File: src/rtl/pipe_stall_ctrl.sv
// Stall/flush arbiter for the 5-stage core: freezes, bubbles, flushes,
// SWP load/store sequencing, saturating event counters, memory timeout.
//
// Ports:
//   clk, rst_n        clock, async active-low reset
//   hazard_detected   RAW hazard on ID instruction (ignored for SWP)
//   id_valid          ID holds a real instruction
//   is_swp            ID instruction is SWP
//   branch_taken      taken branch resolved in EXE
//   mem_access        MEM stage holds a load/store
//   mem_ready         SRAM completes the access this cycle
//   freeze_pc         hold PC
//   freeze_if_id      hold IF/ID
//   bubble_id_exe     load NOP into ID/EXE
//   flush_if_id       clear IF/ID to a bubble
//   freeze_exe_mem    hold ID/EXE, EXE/MEM, MEM/WB
//   swp_phase         0 none, 1 SWP load uop, 2 SWP store uop
//   stall_count       saturating count of freeze_pc cycles
//   flush_count       saturating count of flush_if_id cycles
//   mem_timeout       sticky: memory wait reached MEM_TIMEOUT cycles
module pipe_stall_ctrl #(
   parameter int CNT_W       = 16,
   parameter int MEM_TIMEOUT = 64
) (
   input  logic             clk,
   input  logic             rst_n,
   input  logic             hazard_detected,
   input  logic             id_valid,
   input  logic             is_swp,
   input  logic             branch_taken,
   input  logic             mem_access,
   input  logic             mem_ready,
   output logic             freeze_pc,
   output logic             freeze_if_id,
   output logic             bubble_id_exe,
   output logic             flush_if_id,
   output logic             freeze_exe_mem,
   output logic [1:0]       swp_phase,
   output logic [CNT_W-1:0] stall_count,
   output logic [CNT_W-1:0] flush_count,
   output logic             mem_timeout
);

   localparam int MW = $clog2(MEM_TIMEOUT + 1);
   localparam logic [MW-1:0] WAIT_LAST = MW'(MEM_TIMEOUT - 1);

   typedef enum logic {
      RUN,
      SWP_ST
   } state_t;

   state_t          state;
   state_t          state_nx;
   logic [MW-1:0]   mem_wait_cnt;
   logic            mb;
   logic            swp_pend;

   assign mb       = mem_access & ~mem_ready;
   assign swp_pend = (state == RUN) & id_valid & is_swp;

   always_comb begin
      freeze_pc      = 1'b0;
      freeze_if_id   = 1'b0;
      bubble_id_exe  = 1'b0;
      flush_if_id    = 1'b0;
      freeze_exe_mem = 1'b0;
      swp_phase      = 2'd0;
      state_nx       = RUN;
      priority case (1'b1)
         mb: begin
            // Whole pipe holds; the SWP micro-op in flight keeps its phase.
            freeze_pc      = 1'b1;
            freeze_if_id   = 1'b1;
            freeze_exe_mem = 1'b1;
            if (state == SWP_ST)
               swp_phase = 2'd2;
            else if (swp_pend)
               swp_phase = 2'd1;
            state_nx = state;
         end
         branch_taken: begin
            // Squashes any SWP in ID or mid-sequence.
            flush_if_id   = 1'b1;
            bubble_id_exe = 1'b1;
            state_nx      = RUN;
         end
         (state == SWP_ST): begin
            swp_phase = 2'd2;
            state_nx  = RUN;
         end
         swp_pend: begin
            // Hold SWP in ID one more cycle to issue the store uop.
            swp_phase    = 2'd1;
            freeze_pc    = 1'b1;
            freeze_if_id = 1'b1;
            state_nx     = SWP_ST;
         end
         (id_valid & hazard_detected): begin
            freeze_pc     = 1'b1;
            freeze_if_id  = 1'b1;
            bubble_id_exe = 1'b1;
         end
         default: begin
         end
      endcase
   end

   always_ff @(posedge clk or negedge rst_n) begin
      if (!rst_n) begin
         state        <= RUN;
         stall_count  <= '0;
         flush_count  <= '0;
         mem_wait_cnt <= '0;
         mem_timeout  <= 1'b0;
      end else begin
         state <= state_nx;
         if (freeze_pc && stall_count != '1)
            stall_count <= stall_count + 1'b1;
         if (flush_if_id && flush_count != '1)
            flush_count <= flush_count + 1'b1;
         if (mb) begin
            // Parks at the last value; the flag is sticky from then on.
            if (mem_wait_cnt == WAIT_LAST)
               mem_timeout <= 1'b1;
            else
               mem_wait_cnt <= mem_wait_cnt + 1'b1;
         end else begin
            mem_wait_cnt <= '0;
         end
      end
   end

endmodule
File: config.mk
export PLATFORM = sky130hd
export DESIGN_NAME = pipe_stall_ctrl
export DESIGN_NICKNAME = d
export VERILOG_FILES = /design/src/rtl/pipe_stall_ctrl.sv
export SDC_FILE = /design/constraint.sdc
export NUM_CORES = 1
export LEC_CHECK = 0
export BUFFER_PORTS_ARGS = -buffer_cell sky130_fd_sc_hd__buf_2
export CAP_MARGIN = 30
export CELL_PAD_IN_SITES_DETAIL_PLACEMENT = 2
export CELL_PAD_IN_SITES_GLOBAL_PLACEMENT = 2
export CORE_ASPECT_RATIO = 2
export CORE_MARGIN = 2
export CORE_UTILIZATION = 35
export CTS_CLUSTER_DIAMETER = 60
export CTS_CLUSTER_SIZE = 30
export DETAILED_ROUTE_END_ITERATION = 7
export GPL_TIMING_DRIVEN = 0
export PLACE_DENSITY = 0.83
export SLEW_MARGIN = 20
export SYNTH_ARGS = -nofsm -noshare
export SYNTH_HDL_FRONTEND = slang
export SYNTH_SLANG_ARGS = --single-unit
export TNS_END_PERCENT = 1
File: constraint.sdc
create_clock -name clk -period 4.7 [get_ports clk]
set_input_delay 0 -clock clk [delete_from_list [all_inputs] [get_ports clk]]
set_output_delay 0 -clock clk [all_outputs]
set_load 0.02 [all_outputs]
# Word level (Yosys, flattened, before mapping)
# Index checks and enable logic that the tools add are counted.
dict set report word_totals {
  word_cells 42
  output_inout_bits 40
  register_bits 41
}
dict set report classes {
  eq_ne 4
  muxes 21
  reduce_logical 3
  bitwise 6
  add_sub_neg 3
}
# op count
set op_table {}
lappend op_table {{adder 16 x 1 -> 16 bit (second input constant)} 2}
lappend op_table {{!= test 16 bit (second input constant)} 2}
lappend op_table {{two-way mux 1 bit} 16}
lappend op_table {{two-way mux 7 bit} 2}
lappend op_table {{adder 7 x 1 -> 7 bit (second input constant)} 1}
lappend op_table {{equality test 7 x 6 -> 1 bit (second input constant)} 1}
lappend op_table {{two-way mux 2 bit} 3}
lappend op_table {{AND 1 bit} 4}
lappend op_table {{logical AND 1 bit} 2}
lappend op_table {{!= test 2 bit (second input constant)} 1}
lappend op_table {{NOT 1 bit} 2}
lappend op_table {{AND reduction 2 bit} 1}

# Logic depth before layout (Yosys ltp)
dict set report depth {
  depth_word 8
  depth_mapped 6
  ltp_nobuf 6
}

# Worst setup path after synthesis
# No wires, ideal clock.
dict set report synth_timing {
  path_kind {reg-to-reg}
  from {register flush_count[8]}
  to {register flush_count[1]}
  setup_slack_ns 2.955
  arrival_ns 1.621
  stages_incl_launch_ff 6
  synth_period_minus_slack_ns 1.745
  t_required_ns 4.575
  n_path_buf 0
  cell_sequence {dfrtp_1 -> nand4_1 -> nor3_1 -> nand3_1 -> nand2_1 -> mux2_2}
}
dict set report synth_via {
  elab_chain_cells 2
}
# item line
set synth_rtl {}
lappend synth_rtl {{from (decl)} 40} ;# output logic [CNT_W-1:0] flush_count,
lappend synth_rtl {{from (signal assigned)} 120} ;# flush_count <= flush_count + 1'b1;
lappend synth_rtl {{!= test 16 bit} 119} ;# if (flush_if_id && flush_count != '1)
lappend synth_rtl {{logical AND 1 bit} 119}
# Every way passes these cells.
# A chain may end at the register's enable or synchronous reset.

# Worst setup path in the final report
# Ends and elaborated chain as after synthesis.

==> summary.md <==
| Metric | Value |
|---|---|
| Status | finished clean |
| Final Hold Fails | 0 |
| Worst IR Drop VDD | approximately 270 uV |
| GRT Overall Usage | 0.177 |
| Initial antenna violation count | 0 |
| Hold Startpoint | id_valid |
| Ant diodes | 0 |
| Post-DP HPWL | 3.99 mm |
| DR vias | about 1600 |
| Area delta synth->final | 21.8% |
| Final worst slack | ~2.8 ns |
| Die area | 6230 sq um |
| Die height | 110 microns |
| RSZ-0062 raised after global routing | no |
| Residual DRC | 0 |
| Clock buffer depth | 2 |
| Final Setup Violations | 0 |
| Post-layout instance area | 2380 sq um |
| Site Rows | 38 |
| Crit path DAT | 2.11 ns |
| Yosys top cell area share | 0.525 |
| R2R Setup Slk | about 2.8 ns |
| Utilization after layout | 0.439 |
| Rel. slew slack | 0.659 |
| Reg2reg path depth | 5 |
| Clk_lat worst skew | between 0.2 and 0.3 ns |
| Top FF cell, synth | dfrtp_1 |
| WL/cell | approximately 18 microns |
| Core Area | roughly 5400 sq um |
| Synth Net Count | slightly below 200 |
| CP cell instances | nand4_1 -> nor3_1 -> nand3_1 -> nand2_1 -> mux2_2 |
| Yosys warns | 0 |
| Max_cap viols | 0 |
| TritonCTS buffer count | 5 |
| Setup_tns | 0 ns |
| Vias in the first global route | ~1700 |
| Clk sinks | 41 |
| Overflow after GRT | 0 |
| Synth unique cells | 32 |
| Avg Inst Size Synth | approximately 11 sq um |
| Worst R2R End | flush_count[1] |
| Top cells by area, synth | dfrtp_1 (53%), xnor2_1 (7.2%), xor2_1 (6.3%) |
| CTS root buf | clkbuf_8 |
| Largest net degree at the start of global routing | 42 |
| Cell taking the most area after synthesis | dfrtp_1 |
| First-pass GRT wire length | ~8.5 mm |
| Placed cell area | about 2300 sq um |
| RR Startpoint | flush_count[8] |
| DP Worst Slack | between 2 and 3 ns |
| Top-Level Pins | 48 |
| Hold path depth | 3 |
| Iter 0 DRT Violations | 17 |
| Register area share after synthesis | 0.525 |
| Slowest CP cell | dfrtp_1 |
| Synthesized instance count | about 180 |
| Bufs and invs on worst path | 0 |
| Final RePlAce weighted congestion | 0.704 |
| Worst Hold Path EP | state |
| H-tree depth | 2 |
| Final ANT Viol Nets | 0 |
| WL final | between 5 and 6 mm |
| Netlist Area Pre-Place | 1950 sq um |
| Setup Crit Path Kind | flop to flop |
| Clock Skews | ~0.0073 ns |
| Achievable Freq | just over 0.5 GHz |
| Endpoint class of the critical path | flop |
| HP Class | input port to flop |
| Initial Utilization | 0.360 |
| Most frequent cell after synthesis | dfrtp_1 |
| Post-synth top cells | dfrtp_1 (41), nand2_1 (22), nor2_1 (16), xnor2_1 (16) |
| Crit share post-route | 0.410 |
| Worst-Margin Slew | ~0.51 ns |
| I/O Buffers | 47 |
| CTS tree | yes |
| Fillcell total | just over 600 |
| Peak fanout along the critical path | 7 |
| Slew Viols, Final | 0 |
| Async S/R FF share, synth | 1.00 |
| Leak | roughly 0.0012 uW |
| Seq cells post-synth | roughly 40 |
| Data required, critical path | around 4.9 ns |
| DR pass1 iterations | 3 |
| Critical Path Start Type | flop |
| Number of vias per cell | 5.39 |
| Nets | between 200 and 250 |
| Share of cells above drive strength 1 | 0.256 |
| Final Critical Period | 1.93 ns |
| Crit path max-delay family | simple AND/OR/NAND/NOR gates |
| EDFF count, synth | 0 |
| Pwr Density | a little over 400 nW/um^2 |
| Worst path max stage delay | between 0.4 and 0.5 ns |
| Quantity of gates resized following cts | 0 |
| Die W | roughly 57 microns |
| Worst-path clk slew | 0.08 ns |
-- power breakdown --
part / switching, uW / total [uW] / internal (uW)
Sequential: 72.7 / 481 / 408
Clock: 117 / 233 / 117
Combinational: 162 / 266 / 104
-- flip-flops by register name, indices dropped and copies added, names as in the netlist --
register,flops
mem_wait_cnt,7
flush_count,16
stall_count,16
mem_timeout,1
state,1
-- placed cells by master, fill, tap and decap left out, types with 3 or more instances in the layout --
cell type and count:
clkbuf_8 6, nand2_1 22, nand4_1 14, ha_1 3, nor4_1 3, inv_1 4, dfrtp_1 41, xor2_1 14
and4_1 4, nor2_1 16, xnor2_1 16, nor3_1 7, nand3_1 7, buf_2 47, a21oi_1 3, and3_1 6
-- routing by layer --
layer,up-vias,part of all wire,track usage,wire (microns)
li1,745,-,-,-
met1,817,0.36,0.181,1870
met2,35,0.60,0.355,3160
met3,8,0.031,0.0294,162
met4,0,0.016,0.0532,82
met5,-,0,0,0
-- worst min-delay path, stage by stage --
cell and delay [ns]:
buf_2 0.12, nand2b_4 0.08, o41ai_1 0.06
-- how the worst max path moves through the flow --
| stage | cells after the start | slack (ns) | start | endpoint |
|---|---|---|---|---|
| 2_1_floorplan | 5 | 2.95 | flush_count[8] | flush_count[1] |
| 3_5_place_dp | 5 | 2.80 | stall_count[2] | stall_count[11] |
| 4_1_cts | 5 | 2.77 | stall_count[2] | stall_count[9] |
| 3_3_place_gp | 5 | 2.82 | flush_count[8] | flush_count[1] |
| 5_1_grt | 5 | 2.66 | flush_count[8] | flush_count[1] |
| 6_report | 5 | 2.77 | flush_count[8] | flush_count[1] |
-- metrics by stage --
| step | total power (uW) | cells | hold WS, ns |
|---|---|---|---|
| final | 980 | 298 | 0.00980 |
| after global routing | 1040 | 298 | 0.00901 |
| after CTS | 998 | 297 | 0.00744 |
| after detailed placement | 755 | 289 | 0.205 |
| after global placement | 744 | 289 | 0.204 |
| after floorplan | 642 | 182 | -0.296 |
-- timing repair --
action | in CTS | in global routing
hold buffers | 1 | 0
setup buffers | 0 | 0
endpoints found under the hold margin | 41 | 0
-- cell families (layout without fill, tap and decap cells) --
kind of cell / Yosys count / after routing / synth area share
AOI/OAI and AO/OA: 14 / 14 / 0.0647
xor gates and xnor gates: 30 / 30 / 0.135
adders and majority gates: 3 / 3 / 0.0192
buffers and inverters: 6 / 62 / 0.0135
DFF: 41 / 41 / 0.525
muxes: 3 / 3 / 0.0160
and+or+nand+nor: 85 / 85 / 0.227
-- area by class of cell --
type / count / area [sq um] / share of cell area
plain buffers: 2 / 11.3 / 0.00473
clock buffers: 7 / 86.3 / 0.0363
well taps: 60 / 75.1 / 0.0315
inverters: 4 / 15.0 / 0.00631
multi-input cells: 135 / 901 / 0.379
repair buffers: 49 / 265 / 0.111
flip-flops and latches: 41 / 1030 / 0.431
(Power assumes the default switching activity.)
